<file path="src/rtl/alu_ctrl_muldiv.sv">
// alu_ctrl_muldiv: ALU control decoder plus an iterative multiply/divide unit
// that owns the HI/LO register pair.
//   - Decode: alu_op/funct -> 4-bit alu_control and illegal. Purely combinational.
//   - Mul/div: one bit per cycle, WIDTH cycles from the start edge to the HI/LO write.
//   - Stall: a HI/LO-class instruction arriving while the unit is busy is held.
//     Every other instruction proceeds while the unit is busy.
// Ports:
//   Inputs:  clk, rst_n (async, active-low), valid, alu_op[1:0], funct[5:0],
//            rs_val, rt_val
//   Outputs: alu_control[3:0], illegal, busy (registered), stall,
//            hilo_data (HI for MFHI, LO for MFLO, otherwise 0)
module alu_ctrl_muldiv #(
  parameter int WIDTH = 32
) (
  input  logic             clk,
  input  logic             rst_n,
  input  logic             valid,
  input  logic [1:0]       alu_op,
  input  logic [5:0]       funct,
  input  logic [WIDTH-1:0] rs_val,
  input  logic [WIDTH-1:0] rt_val,
  output logic [3:0]       alu_control,
  output logic             illegal,
  output logic             busy,
  output logic             stall,
  output logic [WIDTH-1:0] hilo_data
);

  localparam int CW = $clog2(WIDTH);

  localparam logic [5:0] F_ADD   = 6'b100000;
  localparam logic [5:0] F_SUB   = 6'b100010;
  localparam logic [5:0] F_AND   = 6'b100100;
  localparam logic [5:0] F_OR    = 6'b100101;
  localparam logic [5:0] F_NOR   = 6'b100111;
  localparam logic [5:0] F_SLT   = 6'b101010;
  localparam logic [5:0] F_MULT  = 6'b011000;
  localparam logic [5:0] F_MULTU = 6'b011001;
  localparam logic [5:0] F_DIV   = 6'b011010;
  localparam logic [5:0] F_DIVU  = 6'b011011;
  localparam logic [5:0] F_MFHI  = 6'b010000;
  localparam logic [5:0] F_MTHI  = 6'b010001;
  localparam logic [5:0] F_MFLO  = 6'b010010;
  localparam logic [5:0] F_MTLO  = 6'b010011;

  typedef enum logic [1:0] {
    S_IDLE = 2'd0,
    S_MUL  = 2'd1,
    S_DIV  = 2'd2
  } state_e;

  // ---------------------------------------------------------------------------
  // Decode
  // ---------------------------------------------------------------------------
  logic funct_known;
  logic is_hilo;
  logic is_mul;
  logic is_div;
  logic is_mfhi;
  logic is_mflo;
  logic is_mthi;
  logic is_mtlo;

  always_comb begin
    alu_control = 4'b1111;
    funct_known = 1'b0;
    is_hilo     = 1'b0;
    is_mul      = 1'b0;
    is_div      = 1'b0;
    is_mfhi     = 1'b0;
    is_mflo     = 1'b0;
    is_mthi     = 1'b0;
    is_mtlo     = 1'b0;
    case (alu_op)
      2'b00: alu_control = 4'b0010;
      2'b01: alu_control = 4'b0110;
      2'b11: alu_control = 4'b0001;
      default: begin
        funct_known = 1'b1;
        case (funct)
          F_ADD:  alu_control = 4'b0010;
          F_SUB:  alu_control = 4'b0110;
          F_AND:  alu_control = 4'b0000;
          F_OR:   alu_control = 4'b0001;
          F_NOR:  alu_control = 4'b1100;
          F_SLT:  alu_control = 4'b0111;
          F_MULT, F_MULTU: begin
            alu_control = 4'b0000;
            is_hilo     = 1'b1;
            is_mul      = 1'b1;
          end
          F_DIV, F_DIVU: begin
            alu_control = 4'b0000;
            is_hilo     = 1'b1;
            is_div      = 1'b1;
          end
          F_MFHI: begin
            alu_control = 4'b0000;
            is_hilo     = 1'b1;
            is_mfhi     = 1'b1;
          end
          F_MFLO: begin
            alu_control = 4'b0000;
            is_hilo     = 1'b1;
            is_mflo     = 1'b1;
          end
          F_MTHI: begin
            alu_control = 4'b0000;
            is_hilo     = 1'b1;
            is_mthi     = 1'b1;
          end
          F_MTLO: begin
            alu_control = 4'b0000;
            is_hilo     = 1'b1;
            is_mtlo     = 1'b1;
          end
          default: begin
            alu_control = 4'b1111;
            funct_known = 1'b0;
          end
        endcase
      end
    endcase
  end

  // ---------------------------------------------------------------------------
  // State
  // ---------------------------------------------------------------------------
  state_e             state_q, state_d;
  logic [CW-1:0]      cnt_q, cnt_d;
  // Shared working register.
  //   MUL: {partial product high half, multiplier shifting out at bit 0}
  //   DIV: {remainder, dividend shifting out at the top / quotient shifting in}
  logic [2*WIDTH-1:0] prod_q, prod_d;
  logic [WIDTH-1:0]   opb_q, opb_d;     // multiplicand or divisor magnitude
  logic               neg_q, neg_d;     // product / quotient needs negation
  logic               rneg_q, rneg_d;   // remainder takes the dividend's sign
  logic               dz_q, dz_d;       // divisor was zero at the start edge
  logic [WIDTH-1:0]   hi_q, hi_d;
  logic [WIDTH-1:0]   lo_q, lo_d;

  assign busy      = (state_q != S_IDLE);
  assign stall     = valid & busy & is_hilo;
  assign illegal   = valid & (alu_op == 2'b10) & ~funct_known;
  assign hilo_data = (valid & is_mfhi) ? hi_q :
                     (valid & is_mflo) ? lo_q : '0;

  logic accept;
  assign accept = valid & ~stall;

  // Signed variants have funct[0] == 0 (MULT, DIV); unsigned have funct[0] == 1.
  logic             signed_op;
  logic             rs_neg;
  logic             rt_neg;
  logic [WIDTH-1:0] rs_mag;
  logic [WIDTH-1:0] rt_mag;

  assign signed_op = ~funct[0];
  assign rs_neg    = signed_op & rs_val[WIDTH-1];
  assign rt_neg    = signed_op & rt_val[WIDTH-1];
  assign rs_mag    = rs_neg ? (~rs_val + 1'b1) : rs_val;
  assign rt_mag    = rt_neg ? (~rt_val + 1'b1) : rt_val;

  logic last_iter;
  assign last_iter = (cnt_q == CW'(WIDTH - 1));

  // Shift-add step: conditionally add the multiplicand into the upper half,
  // then shift the whole product right by one (the carry enters at the top).
  logic [WIDTH:0]     mul_sum;
  logic [2*WIDTH-1:0] mul_next;
  logic [2*WIDTH-1:0] mul_fix;

  assign mul_sum  = {1'b0, prod_q[2*WIDTH-1:WIDTH]} + (prod_q[0] ? {1'b0, opb_q} : '0);
  assign mul_next = {mul_sum, prod_q[WIDTH-1:1]};
  assign mul_fix  = neg_q ? (~mul_next + 1'b1) : mul_next;

  // Restoring step: shift the next dividend bit into the remainder, subtract
  // the divisor, keep the difference only when it did not go negative.
  // The partial remainder is always below the divisor, so the WIDTH+1 bit
  // difference cannot wrap when the subtraction succeeds.
  logic [WIDTH:0]   div_shift;
  logic [WIDTH:0]   div_trial;
  logic             div_ge;
  logic [WIDTH-1:0] div_rem_n;
  logic [WIDTH-1:0] div_quo_n;
  logic [WIDTH-1:0] div_rem_fix;
  logic [WIDTH-1:0] div_quo_fix;

  assign div_shift   = {prod_q[2*WIDTH-1:WIDTH], prod_q[WIDTH-1]};
  assign div_trial   = div_shift - {1'b0, opb_q};
  assign div_ge      = ~div_trial[WIDTH];
  assign div_rem_n   = div_ge ? div_trial[WIDTH-1:0] : div_shift[WIDTH-1:0];
  assign div_quo_n   = {prod_q[WIDTH-2:0], div_ge};
  // With a zero divisor the remainder ends up as the dividend magnitude, so
  // re-applying the dividend sign restores rs_val exactly as latched.
  assign div_rem_fix = rneg_q ? (~div_rem_n + 1'b1) : div_rem_n;
  assign div_quo_fix = dz_q ? '1 : (neg_q ? (~div_quo_n + 1'b1) : div_quo_n);

  always_comb begin
    state_d = state_q;
    cnt_d   = cnt_q;
    prod_d  = prod_q;
    opb_d   = opb_q;
    neg_d   = neg_q;
    rneg_d  = rneg_q;
    dz_d    = dz_q;
    hi_d    = hi_q;
    lo_d    = lo_q;
    case (state_q)
      S_IDLE: begin
        if (accept && (is_mul || is_div)) begin
          state_d = is_mul ? S_MUL : S_DIV;
          cnt_d   = '0;
          neg_d   = rs_neg ^ rt_neg;
          rneg_d  = rs_neg;
          dz_d    = (rt_val == '0);
          if (is_mul) begin
            prod_d = {{WIDTH{1'b0}}, rt_mag};
            opb_d  = rs_mag;
          end else begin
            prod_d = {{WIDTH{1'b0}}, rs_mag};
            opb_d  = rt_mag;
          end
        end else if (accept && is_mthi) begin
          hi_d = rs_val;
        end else if (accept && is_mtlo) begin
          lo_d = rs_val;
        end
      end
      S_MUL: begin
        prod_d = mul_next;
        cnt_d  = cnt_q + CW'(1);
        if (last_iter) begin
          state_d = S_IDLE;
          cnt_d   = '0;
          hi_d    = mul_fix[2*WIDTH-1:WIDTH];
          lo_d    = mul_fix[WIDTH-1:0];
        end
      end
      S_DIV: begin
        prod_d = {div_rem_n, div_quo_n};
        cnt_d  = cnt_q + CW'(1);
        if (last_iter) begin
          state_d = S_IDLE;
          cnt_d   = '0;
          hi_d    = div_rem_fix;
          lo_d    = div_quo_fix;
        end
      end
      default: begin
        state_d = S_IDLE;
        cnt_d   = '0;
      end
    endcase
  end

  always_ff @(posedge clk or negedge rst_n) begin
    if (!rst_n) begin
      state_q <= S_IDLE;
      cnt_q   <= '0;
      prod_q  <= '0;
      opb_q   <= '0;
      neg_q   <= 1'b0;
      rneg_q  <= 1'b0;
      dz_q    <= 1'b0;
      hi_q    <= '0;
      lo_q    <= '0;
    end else begin
      state_q <= state_d;
      cnt_q   <= cnt_d;
      prod_q  <= prod_d;
      opb_q   <= opb_d;
      neg_q   <= neg_d;
      rneg_q  <= rneg_d;
      dz_q    <= dz_d;
      hi_q    <= hi_d;
      lo_q    <= lo_d;
    end
  end

endmodule

</file>
<file path="config.mk">
export PLATFORM = sky130hd
export DESIGN_NAME = alu_ctrl_muldiv
export DESIGN_NICKNAME = d
export VERILOG_FILES = /design/src/rtl/alu_ctrl_muldiv.sv
export SDC_FILE = /design/constraint.sdc
export NUM_CORES = 1
export LEC_CHECK = 0
export ABC_AREA = 1
export CORE_ASPECT_RATIO = 0.75
export CORE_MARGIN = 2
export CORE_UTILIZATION = 46
export DETAILED_ROUTE_END_ITERATION = 10
export SYNTH_ARGS = -nofsm -noshare
export SYNTH_HDL_FRONTEND = slang
export SYNTH_SLANG_ARGS = --single-unit
</file>
<file path="constraint.sdc">
create_clock -name clk -period 4.95 [get_ports clk]
set_clock_uncertainty 0.2 [all_clocks]
set_input_delay 1.2375 -clock clk [delete_from_list [all_inputs] [get_ports clk]]
set_output_delay 1.2375 -clock clk [all_outputs]
set_load 0.01 [all_outputs]
</file>
==> results.py <==
metrics = {
    "pwr": {
        "p_per_area_mw_per_mm2": 439,
        "power_mw": 9.73,
        "p_comb_frac": 0.611,
        "pwr-share-clk": 0.145,
        "switchingPower_mw": 5.43,
        "irDropWorstVdd_mv": 0.225,
        "leakagePower_nw": 11.4,
        "switching_share": 0.558,
        "seqPwrFrac": 0.244,
        "p_int_mw": 4.30,
    },
    "finish": {
        "fill_cells": 4232,
        "nets": 3538,
        "final_common_cell": "nand2_1",
        "n_antenna_cell": 0,
        "final_cell_area_mm2": 0.0222,
        "mostFrequentLayoutCells": "nand2_1, inv_1, nor2_1, o21ai_0, nand3_1",
        "areaGrowthSynthToFinish_pct": 12.4,
        "layout-drive-gt1-share": 0.0647,
    },
    "setup_path": {
        "cp-end-kind": "primary output",
        "crit_chain": "clkdlybuf4s50_1 -> inv_1 -> nor3_2 -> inv_1 -> nor2_4 -> nand4_1 -> buf_12 -> o22ai_1 -> clkdlybuf4s50_1",
        "critPathTopFamily": "buffers and inverters",
        "cpPeakStageDelay_ns": 0.56,
        "path_class": "in2out",
        "crit_slowest_cell": "clkdlybuf4s50_1",
        "crit_buf_inv": 5,
        "cp-start-kind": "primary input",
        "critPathMaxFanout": 32,
        "cp.required_ns": 3.51,
        "arrival_ns": 3.38,
    },
    "logic_synthesis": {
        "synth-adder-area-share": 0.0496,
        "synth-compound-area-share": 0.200,
        "synth-async-reset-ratio": 1.00,
        "synth_area_per_cell_um2": 5.93,
        "syn_nets": 3475,
        "ys_seq_elements": 170,
        "synth.distinct_cells": 56,
        "synth_xor_area_frac": 0.0493,
        "ys_seq_area_frac": 0.216,
        "synth_ff_type": "dfrtp_1",
        "synth_edf_count": 0,
        "synthMuxAreaShare": 0.00508,
        "postSynthCellCount": 3323,
        "synth_top_family_by_area": "simple AND/OR/NAND/NOR gates",
        "syn-cell-area_mm2": 0.0197,
        "yosys_warnings": 0,
        "yosys.area_share.simple": 0.353,
    },
    "floorplan": {
        "die_x_um": 243,
        "fp.dieH_um": 183,
        "io_pins": 114,
        "die_area_mm2": 0.0446,
        "core_area_mm2": 0.0422,
        "start_util": 0.467,
        "row_count": 65,
    },
    "timing": {
        "whs_ns": 0.295,
        "setup_viol": 0,
        "period_minus_slack_ns": 4.82,
        "slew_viol_final": 0,
        "fmax_mhz": 207,
        "worst_pin_slew_ns": 1.23,
        "post-route-period-util": 0.974,
        "slew_headroom": 0.173,
        "hold_viol": 0,
    },
    "route": {
        "routed_via_density": 5.92,
        "drc": 0,
        "first_iter_violations": 3350,
        "firstDrtPassIters": 11,
        "vias": 23500,
        "antenna_left": 0,
        "routedWlPerCell_um": 23.0,
        "wl_um": 91200,
    },
    "cts": {
        "cts_buffer_depth": 2,
        "cts.sinks": 170,
        "ctsHtreeMaxLevel": 4,
        "tritoncts": "done",
        "clk_latency_ns": 0.47,
        "cts-root-buf": "clkbuf_16",
        "clk_pin_slew_ns": 0.07,
        "cts_buffers": 17,
    },
    "global_route": {
        "antenna_found_initial": 1,
        "grt_max_degree": 89,
        "grt_usage": 0.399,
        "grt_first_pass_wirelength_um": 133000,
        "grt_pass1_vias": 20600,
        "grt.overflow.total": 0,
    },
    "run": {
        "cap_violations": 0,
    },
    "place": {
        "dpl-instance-area_mm2": 0.0215,
        "hpwl_um": 74200,
        "port-buffer-count": 113,
        "gp_congestion": 1.05,
    },
    "outcome": {
        "status": "finished clean",
    },
    "hold_path": {
        "hold_path_class": "reg2reg",
    },
}
==> layout make-up <==
| class | count | area [µm²] | share of cell area |
|---|---|---|---|
| Tap cell | 569 | 712 | 0.0321 |
| Multi-Input combinational cell | 2510 | 13000 | 0.587 |
| Clock buffer | 17 | 425 | 0.0192 |
| Sequential cell | 170 | 4250 | 0.192 |
| Timing Repair Buffer | 175 | 1690 | 0.0760 |
| Clock inverter | 15 | 166 | 0.00751 |
| Inverter | 512 | 1920 | 0.0867 |
==> registers in the layout (all words and copies together) (netlist names) <==
name / flops
dz_q: 1
cnt_q: 5
neg_q: 1
opb_q: 32
prod_q: 64
hi_q: 32
lo_q: 32
state_q: 2
rneg_q: 1
==> stage by stage <==
| stage | util | setup WS [ns] | TNS (ns) | std cells |
|---|---|---|---|---|
| CTS | 0.524 | 0.0280 | 0 | 3967 |
| global placement | 0.510 | -0.0177 | -0.303 | 3935 |
| floorplan | - | 1.16 | 0 | 3323 |
| detailed placement | 0.510 | -0.0892 | -0.365 | 3935 |
| global route | 0.525 | -0.00365 | -0.00365 | 3968 |
| finish | 0.525 | 0.128 | 0 | 3968 |
==> worst register-to-register path, stage by stage, from the launching register on <==
cell,delay (ns)
dfrtp_1,0.51
buf_4,0.39
nand2_1,0.10
inv_1,0.09
ha_1,0.28
nand3_1,0.10
nand3_1,0.11
a21oi_1,0.39
o21ai_0,0.25
nand2_1,0.14
nand2_1,0.12
nand2_1,0.09
nand2_1,0.20
nor2_1,0.22
nand3_1,0.22
o21ai_1,0.31
nand2_1,0.11
nand2_1,0.07
nand2_1,0.05
o21ai_1,0.30
nand2_1,0.18
a21oi_2,0.18
==> cell families after synthesis <==
| logic type | after synthesis |
|---|---|
| compound gates | 659 |
| xor+xnor | 111 |
| fa+ha+maj | 77 |
| buf+inv | 643 |
| flops | 170 |
| mux | 10 |
| simple gates | 1653 |
==> worst paths after layout <==
kind / startpoint / endpoint / slack (ns) / cells past startpoint
hold reg to reg: hi_q[15] / hi_q[15] / 0.29 / 2
hold / removal: hi_q[15] / hi_q[15] / 0.29 / 2
max in group asynchronous: rst_n / prod_q[13] / 2.98 / 2
min in group asynchronous: rst_n / prod_q[62] / 0.59 / 1
setup / recovery: funct[4] / hilo_data[27] / 0.13 / 9
setup reg to reg: prod_q[0] / hi_q[21] / 0.28 / 21
==> metal layers <==
metal / wire [µm] / vias up / GRT usage
li1: - / 10900 / -
met1: 41000 / 10900 / 0.601
met2: 32600 / 1582 / 0.501
met3: 15600 / 126 / 0.192
met4: 1810 / 4 / 0.0736
met5: 100 / - / 0.0120
==> power by group through the flow <==
stage / Combinational [mW] / Clock [mW] / Sequential [mW]
6_report: 5.95 / 1.41 / 2.37
5_1_grt: 6.46 / 1.47 / 2.39
4_1_cts: 5.70 / 1.40 / 2.32
3_5_place_dp: 5.67 / 0 / 2.35
3_3_place_gp: 5.62 / 0 / 2.33
2_1_floorplan: 4.03 / 0 / 2.12
==> cells in the mapped netlist (5+ instances only) <==
master / instances / area (µm²)
inv_2: 9 / 33.8
o21ai_4: 5 / 81.3
xor2_1: 81 / 709
xnor2_1: 30 / 263
a21oi_1: 140 / 701
ha_1: 75 / 938
buf_6: 5 / 56.3
nand2_4: 12 / 135
nand3_1: 173 / 866
a21oi_2: 10 / 87.6
clkbuf_1: 97 / 364
a31o_2: 5 / 43.8
a22oi_1: 11 / 82.6
inv_1: 500 / 1880
nor4_1: 7 / 43.8
nor2_2: 17 / 106
o22ai_1: 73 / 457
o31ai_1: 6 / 45.0
nand3b_1: 14 / 105
a31oi_1: 45 / 282
buf_2: 11 / 55.1
nand2_2: 35 / 219
o2111ai_1: 6 / 52.6
dfrtp_1: 170 / 4250
o21ai_1: 16 / 80.1
mux2i_1: 10 / 100
buf_4: 5 / 37.5
nand2_1: 895 / 3360
o221ai_1: 38 / 333
o211ai_1: 24 / 180
o21bai_1: 5 / 37.5
nor2_1: 386 / 1450
a22o_1: 5 / 43.8
nor3_1: 63 / 315
nand4_1: 35 / 219
o21ai_0: 248 / 1240
buf_1: 11 / 41.3
==> what timing repair did <==
item / in CTS / in global routing
endpoints found under the setup margin: 22 / 31
gates resized for setup: 2 / 14
hold buffers: 0 / 0
pin swaps: 0 / 2
setup buffers: 0 / 1
No activity file was read; power rests on OpenSTA's default activity.
